`src/rtl/mem_stage.sv`:
```
// Memory-access stage: turns load/store instructions into single-outstanding memory requests,
// formats load data, flags misaligned/illegal/timed-out accesses and stalls upstream meanwhile.
module mem_stage #(
    parameter int unsigned TIMEOUT = 255
) (
    input  logic        clk,
    input  logic        rst,
    input  logic [31:0] ex_mem_alu_result,
    input  logic [31:0] ex_mem_regb,
    input  logic        ex_mem_rd_mem,
    input  logic        ex_mem_wr_mem,
    input  logic [2:0]  ex_mem_funct3,
    input  logic        ex_mem_valid_inst,
    input  logic        mem2proc_ack,
    input  logic [31:0] mem2proc_data,
    output logic        proc2mem_req,
    output logic        proc2mem_we,
    output logic [31:0] proc2mem_addr,
    output logic [31:0] proc2mem_data,
    output logic [3:0]  proc2mem_be,
    output logic [31:0] mem_result_out,
    output logic        mem_stall_out,
    output logic        mem_error_out
);

    typedef enum logic [1:0] {IDLE, REQ, DONE} state_t;

    state_t      state;
    logic [31:0] count;
    logic [31:0] cap;

    logic        mem_op;
    logic [1:0]  lane;
    logic        illegal;
    logic        timeout;
    logic        err_now;
    logic [3:0]  st_be;
    logic [31:0] st_data;
    logic [7:0]  ld_byte;
    logic [15:0] ld_half;
    logic [31:0] ld_val;

    always_comb begin
        mem_op  = ex_mem_valid_inst & (ex_mem_rd_mem | ex_mem_wr_mem);
        lane    = ex_mem_alu_result[1:0];
        illegal = 1'b0;
        if (ex_mem_rd_mem && ex_mem_wr_mem) begin
            illegal = 1'b1;
        end else if (ex_mem_rd_mem) begin
            case (ex_mem_funct3)
                3'b000, 3'b100: illegal = 1'b0;
                3'b001, 3'b101: illegal = lane[0];
                3'b010:         illegal = (lane != 2'b00);
                default:        illegal = 1'b1;
            endcase
        end else begin
            case (ex_mem_funct3)
                3'b000:  illegal = 1'b0;
                3'b001:  illegal = lane[0];
                3'b010:  illegal = (lane != 2'b00);
                default: illegal = 1'b1;
            endcase
        end

        // Ack in the final counted cycle still completes the access.
        timeout = (state == REQ) && !mem2proc_ack && (count == TIMEOUT);
        err_now = !rst && (((state == IDLE) && mem_op && illegal) || timeout);

        case (ex_mem_funct3[1:0])
            2'b00: begin
                st_be   = 4'b0001 << lane;
                st_data = {4{ex_mem_regb[7:0]}};
            end
            2'b01: begin
                st_be   = 4'b0011 << lane;
                st_data = {2{ex_mem_regb[15:0]}};
            end
            default: begin
                st_be   = 4'b1111;
                st_data = ex_mem_regb;
            end
        endcase

        case (lane)
            2'b00:   ld_byte = cap[7:0];
            2'b01:   ld_byte = cap[15:8];
            2'b10:   ld_byte = cap[23:16];
            default: ld_byte = cap[31:24];
        endcase
        ld_half = lane[1] ? cap[31:16] : cap[15:0];

        case (ex_mem_funct3)
            3'b000:  ld_val = {{24{ld_byte[7]}}, ld_byte};
            3'b001:  ld_val = {{16{ld_half[15]}}, ld_half};
            3'b100:  ld_val = {24'd0, ld_byte};
            3'b101:  ld_val = {16'd0, ld_half};
            default: ld_val = cap;
        endcase

        mem_error_out = err_now;
        mem_stall_out = mem_op && (state != DONE) && !err_now;
        if (!mem_op)
            mem_result_out = ex_mem_alu_result;
        else if ((state == DONE) && ex_mem_rd_mem && !err_now)
            mem_result_out = ld_val;
        else
            mem_result_out = 32'd0;
    end

    always_ff @(posedge clk or posedge rst) begin
        if (rst) begin
            state         <= IDLE;
            count         <= 32'd0;
            cap           <= 32'd0;
            proc2mem_req  <= 1'b0;
            proc2mem_we   <= 1'b0;
            proc2mem_addr <= 32'd0;
            proc2mem_data <= 32'd0;
            proc2mem_be   <= 4'd0;
        end else begin
            case (state)
                IDLE: begin
                    if (mem_op && !illegal) begin
                        state         <= REQ;
                        count         <= 32'd0;
                        proc2mem_req  <= 1'b1;
                        proc2mem_we   <= ex_mem_wr_mem;
                        proc2mem_addr <= {ex_mem_alu_result[31:2], 2'b00};
                        proc2mem_data <= st_data;
                        proc2mem_be   <= ex_mem_wr_mem ? st_be : 4'b1111;
                    end
                end
                REQ: begin
                    if (mem2proc_ack) begin
                        cap          <= mem2proc_data;
                        state        <= DONE;
                        proc2mem_req <= 1'b0;
                    end else if (timeout) begin
                        state        <= IDLE;
                        proc2mem_req <= 1'b0;
                    end else begin
                        count <= count + 32'd1;
                    end
                end
                default: state <= IDLE;
            endcase
        end
    end

endmodule

```
`config.mk`:
```
export PLATFORM = sky130hd
export DESIGN_NAME = mem_stage
export DESIGN_NICKNAME = d
export VERILOG_FILES = /design/src/rtl/mem_stage.sv
export SDC_FILE = /design/constraint.sdc
export NUM_CORES = 1
export LEC_CHECK = 0
export CORE_MARGIN = 2
export CORE_UTILIZATION = 30
export DETAILED_ROUTE_END_ITERATION = 12
export GPL_TIMING_DRIVEN = 0
export PLACE_DENSITY_LB_ADDON = 0.2
export SYNTH_ARGS = -nofsm -noshare
export SYNTH_HDL_FRONTEND = slang
export SYNTH_SLANG_ARGS = --single-unit
```
`constraint.sdc`:
```
create_clock -name clk -period 4.8 [get_ports clk]
set_clock_uncertainty 0.1 [all_clocks]
set_input_delay 0.72 -clock clk [delete_from_list [all_inputs] [get_ports clk]]
set_output_delay 0.72 -clock clk [all_outputs]
set_load 0.05 [all_outputs]
```
==> flow_summary_export.csv, run 1 <==
group,metric,value,unit
power_and_ir_drop,combPwrFrac,37.3,%
finish,n_antenna_cell,0,
power_and_ir_drop,pwr-share-clk,27.2,%
grt,grt_max_degree,88,
synthesis,synth_area,6820,sq um
finish,stdcell_area,9800,sq um
synthesis,yosys-top-cells-area,"dfrtp_1 49%, nand2_1 12%, mux2_2 5.3%",
power_and_ir_drop,power_frac_seq,35.6,%
power_and_ir_drop,p_switching,1.84,mW
grt,overflow,0,
clocking,cts_tree,"done",
setup_path,rr_startpoint,"count[0]",
floorplan,coreArea,22500,sq um
finish,fillCellCount,2260,
synthesis,synthDistinctLibCells,52,
synthesis,synthArstFlopShare,100,%
floorplan,die_h,155,microns
hold_path,worstHoldStart,"proc2mem_be[0]",
timing,finalSetupViolCount,0,
hold_path,holdPathEnd,"proc2mem_be[0]",
synthesis,syn_inst,758,
route,routed_wl,22.8,mm
setup_path,path_delay_family,"buffers and inverters",
floorplan,die-area,23900,sq um
clocking,cts-root-buf,"clkbuf_16",
timing,max_freq,222,MHz
hold_path,whs_path_depth,2,
setup_path,arrival,3690,ps
placed_design,portBuffers,203,
setup_path,crit_required,3980,ps
timing,fin_ws,294,ps
timing,fin_crit_sh,93.9,%
timing,grt_setup_unrepaired,"false",
finish,instances_no_fill,1280,
clocking,cts_buffer_depth,2,
route,drtIter0Drc,293,
placed_design,gp_congestion,0.870,
timing,hold_violations,0,
setup_path,max_stage_delay,800,ps
floorplan,start_util,30.3,%
clocking,clk_latency,420,ps
outcome,status,"finished, final reports clean",
power_and_ir_drop,p_per_area,472,nW/um^2
setup_path,crit_chain,"clkdlybuf4s50_1 -> clkbuf_1 -> clkbuf_1 -> clkbuf_1 -> o221ai_1 -> nand2_1 -> clkdlybuf4s50_1",
synthesis,synth_ff_type,"dfrtp_1",
synthesis,synth_common_cells,"213 x nand2_1, 134 x dfrtp_1, 66 x o21ai_0",
route,drc,0,
setup_path,end_kind,"primary output",
power_and_ir_drop,internal_power,2.80,mW
synthesis,yosysSeqAreaShare,49.2,%
clocking,post_cts_resized,0,
placed_design,placed_cells,1248,
clocking,cts_htree_levels,4,
finish,layout.nets,1088,
grt,grt_usage,19.5,%
clocking,numCtsBuffers,17,
floorplan,io-pin-count,209,
setup_path,critPathSlowestCell,"clkdlybuf4s50_1",
finish,drive_gt1_share,8.24,%
setup_path,start_kind,"input port",
setup_path,crit_type,"in2out",
route,vias,6280,
synthesis,synth_edf_count,0,
clocking,cts_setup_buffers,0,
power_and_ir_drop,switching_share,39.6,%
grt,grt_pass1_wl,36.0,mm
floorplan,rows,55,
hold_path,hp-class,"reg2reg",
finish,utilization,43.6,%
synthesis,synth.most_common_cell,"nand2_1",
timing,tightest_slew,852,ps
setup_path,timing.rr.end,"count[3]",
clocking,hold_buffers,0,
route,wl_per_cell,17.8,microns
setup_path,reg2reg_slack,2470,ps
run,cap_viol_max_count,0,
placed_design,pre_cts_slack,254,ps
route,firstDrtPassIters,5,
finish,syn2layout_area_growth,43.8,%
placed_design,dp_hpwl,16.8,mm
route,viasPerCell,4.91,
setup_path,r2r_cells,7,
power_and_ir_drop,p_leak,4.34,nW
placed_design,placed_area,9240,sq um
timing,relSlewSlack,43.2,%
synthesis,synth_top_cell_area_share,49.2,%
synthesis,synth.avg_cell_area,8.99,sq um
grt,antenna_found_initial,2,
clocking,cts_num_sinks,134,
power_and_ir_drop,ir_drop,230,uV
timing,final.min_clock_period,4510,ps
timing,final_max_slew_viol_count,0,
setup_path,crit_buf_inv,5,
setup_path,worstPathMaxFanout,10,
synthesis,synth-seq-cells,134,
floorplan,die_w,155,microns
synthesis,yosysTopAreaCell,"dfrtp_1",
grt,grt_pass1_vias,6203,
synthesis,yosys_warnings,0,
setup_path,crit_path_frequent_cell,"clkbuf_1",
route,ant_nets,0,
clocking,clkTransAtPathRegs,60,ps
==> state kept, by name (all words and copies together) (netlist names) <==
signal         count
cap               32
count             32
proc2mem_data     32
proc2mem_addr     30
proc2mem_be        4
state              2
proc2mem_req       1
proc2mem_we        1
==> cells in the final DEF (no fill, tap or decap), types with 8 or more instances in the layout <==
cell type        count
o21ai_0             66
a21oi_1             21
dfrtp_1            134
nand2b_1            10
clkbuf_16           17
xor2_1              18
o221ai_1             8
nand4_1             14
a31oi_1             10
clkbuf_1            36
mux2_2              32
nand2_1            213
nand3_1             17
nor2_1              41
mux2i_1             26
clkdlybuf4s50_1    203
nor2b_1             20
nor3_1              10
==> kinds of logic (layout without fill, tap and decap cells) <==
group / after synthesis / in the layout / share of synthesized area (%)
xor gates and xnor gates: 20 / 20 / 2.57
buffers and inverters: 59 / 295 / 3.67
adders and majority gates: 1 / 1 / 0.184
DFF: 134 / 134 / 49.2
other: 1 / 2 / 0.0550
AOI/OAI and AO/OA: 130 / 130 / 11.3
and+or+nand+nor: 354 / 354 / 23.5
muxes: 59 / 59 / 9.43
==> routing by layer <==
metal,part of all wire [%],track usage (%),vias to the layer above
met1,45,25.9,3028
li1,-,-,3042
met4,0.89,4.28,4
met2,48,32.0,186
met3,5.6,5.41,20
met5,0.12,0,-
==> worst register-to-register path, delay by kind of cell (launching register included) <==
kind / cells / cell delay [ps]
AND/OR/NAND/NOR: 2 / 950
flip-flops: 1 / 400
AO/OA/AOI/OAI: 3 / 390
adder cells (fa/ha/maj): 1 / 220
buffers and inverters: 1 / 170
==> layout make-up <==
type / instances / area (sq um) / share of cell area [%]
Buffer: 51 / 220 / 2.25
Timing Repair Buffer: 204 / 2060 / 21.0
Inverter: 8 / 35.0 / 0.357
Clock buffer: 19 / 443 / 4.52
Tap cell: 285 / 357 / 3.64
Clock inverter: 13 / 120 / 1.23
Multi-Input combinational cell: 566 / 3220 / 32.8
Sequential cell: 134 / 3350 / 34.2
==> stage by stage <==
stage                     setup TNS [ps]  hold WS (ps)  total power [mW]
after floorplan                        0           369              2.73
after global placement           -254470           354              3.39
after detailed placement               0           361              3.40
after CTS                              0           375              4.68
after global routing                   0           392              4.87
final                                  0           368              4.63
==> power groups by stage <==
stage,combinational [mW],sequential (mW),clock (mW)
CTS,1.74,1.65,1.29
global placement,1.73,1.66,0
floorplan,0.509,2.22,0
finish,1.73,1.65,1.26
global route,1.84,1.69,1.35
detailed placement,1.74,1.66,0
==> worst max path at each step <==
stage	from	depth (start not counted)	slack (ps)	to
4_1_cts	ex_mem_funct3[1]	7	250	mem_result_out[3]
2_1_floorplan	rst	1	400	cap[0]
3_3_place_gp	rst	2	-1910	proc2mem_addr[25]
6_report	ex_mem_funct3[1]	7	290	mem_result_out[6]
3_5_place_dp	ex_mem_funct3[1]	7	250	mem_result_out[3]
5_1_grt	ex_mem_funct3[1]	7	160	mem_result_out[6]
No activity file was read; power rests on OpenSTA's default activity.
==> inputs of run 2 (changes only) <==
Settings changed: SLEW_MARGIN set to 10.
==> flow_summary_export.csv, run 2 (synthesis gave the netlist of run 1 again) <==
group,metric,value,unit
power_and_ir_drop,switching_share,40.0,%
placed_design,portBuffers,203,
power_and_ir_drop,internal_power,2.76,mW
route,vias,6211,
clocking,numCtsBuffers,17,
hold_path,hp-class,"reg2reg",
floorplan,die_w,155,microns
floorplan,io-pin-count,209,
clocking,hold_buffers,0,
finish,instances_no_fill,1280,
grt,grt_usage,19.6,%
clocking,cts_buffer_depth,2,
finish,syn2layout_area_growth,43.7,%
floorplan,die-area,23900,sq um
setup_path,start_kind,"input port",
route,drc,0,
placed_design,placed_cells,1248,
grt,grt_max_degree,88,
setup_path,end_kind,"primary output",
grt,met1_usage,26.2,%
placed_design,placed_area,9240,sq um
power_and_ir_drop,p_switching,1.84,mW
timing,max_freq,222,MHz
grt,overflow,0,
finish,top_regs,"cap: 32 flops, count: 32 flops, proc2mem_data: 32 flops",
timing,timing.hold.ws,369,ps
grt,grt_pass1_wl,36.0,mm
floorplan,start_util,30.3,%
timing,tightest_slew,890,ps
power_and_ir_drop,combPwrFrac,37.6,%
clocking,cts_setup_buffers,0,
grt,grt_pass1_vias,6258,
setup_path,arrival,3680,ps
grt,use_met2,31.8,%
power_and_ir_drop,ir_drop,232,uV
outcome,status,"finished, final reports clean",
clocking,clk_latency,420,ps
setup_path,worstPathMaxFanout,10,
route,drtIter0Drc,259,
power_and_ir_drop,p_per_area,469,nW/um^2
timing,fin_tns_setup,0,ps
grt,busiest_layer,"met2",
timing,fin_crit_sh,93.7,%
finish,mostFrequentLayoutCells,"213 x nand2_1, 203 x clkdlybuf4s50_1, 134 x dfrtp_1",
route,ant_nets,0,
floorplan,die_h,155,microns
placed_design,dp_hpwl,16.8,mm
floorplan,coreArea,22500,sq um
route,viasPerCell,4.85,
route,wl_per_cell,17.8,microns
grt,antenna_found_initial,2,
clocking,cts-root-buf,"clkbuf_16",
finish,stdcell_area,9790,sq um
grt,groute.layer.met3.usage,5.63,%
route,firstDrtPassIters,5,
clocking,cts_htree_levels,4,
power_and_ir_drop,total_power,4.60,mW
clocking,post_cts_resized,0,
finish,fillCellCount,2237,
finish,mostFrequentLayoutCell,"nand2_1",
clocking,cts_tree,"done",
clocking,clkTransAtPathRegs,60,ps
power_and_ir_drop,pwr-share-clk,26.6,%
timing,finalSetupViolCount,0,
clocking,cts_num_sinks,134,
power_and_ir_drop,power_frac_seq,35.8,%
finish,drive_gt1_share,8.24,%
timing,final_max_slew_viol_count,0,
timing,hold_violations,0,
power_and_ir_drop,p_leak,4.33,nW
run,cap_viol_max_count,0,
placed_design,gp_congestion,0.870,
setup_path,crit_required,3980,ps
finish,n_antenna_cell,0,
setup_path,crit_type,"in2out",
timing,final.min_clock_period,4500,ps
route,routed_wl,22.8,mm
finish,layout.nets,1088,
timing,relSlewSlack,40.7,%
floorplan,rows,55,
timing,grt_setup_unrepaired,"false",
run 2: changes by cell type in the layout (fill, tap and decap cells not counted), sizes merged:
cell      before  now
bufinv         1    0
clkinvlp       2    3
clkbuf        55   56
clkinv         5    4
run 2: area by class of cell:
type	count	area, sq um	area share [%]
Clock inverter	12	92.6	0.945
Tap cell	285	357	3.64
Multi-Input combinational cell	566	3220	32.8
Sequential cell	134	3350	34.2
Buffer	51	220	2.25
Clock buffer	20	457	4.66
Timing Repair Buffer	204	2060	21.0
Inverter	8	37.5	0.383
run 2: per-layer routing:
layer	vias up	share of wire [%]
li1	3041	-
met1	2975	46
met2	173	48
met3	18	6.0
met4	4	0.80
met5	-	0.12
run 2: path summary, 6_finish.rpt:
kind,from,to,slack [ps],depth (start not counted)
min in group asynchronous,rst,proc2mem_be[1],650,2
setup / recovery,ex_mem_funct3[1],mem_result_out[4],300,7
setup reg to reg,count[0],count[3],2460,7
hold / removal,proc2mem_be[0],proc2mem_be[0],370,2
max in group asynchronous,rst,count[21],3160,3
hold reg to reg,proc2mem_be[0],proc2mem_be[0],370,2
run 2: power groups by stage:
stage	combinational [mW]	sequential, mW	clock (mW)
2_1_floorplan	0.509	2.22	0
3_3_place_gp	1.73	1.66	0
3_5_place_dp	1.74	1.66	0
4_1_cts	1.74	1.65	1.26
5_1_grt	1.84	1.69	1.31
6_report	1.73	1.65	1.22
run 2: metrics by stage:
stage / setup slack [ps] / utilization [%]
after floorplan: 397 / -
after global placement: -1910 / 40.9
after detailed placement: 251 / 41.1
after CTS: 244 / 43.5
after global routing: 165 / 43.5
final: 300 / 43.5
run 2: critical path: stages:
cell,delay [ps]
clkdlybuf4s50_1,480
clkbuf_1,350
clkbuf_1,440
clkbuf_1,530
o221ai_1,240
nand2_1,110
clkdlybuf4s50_1,800
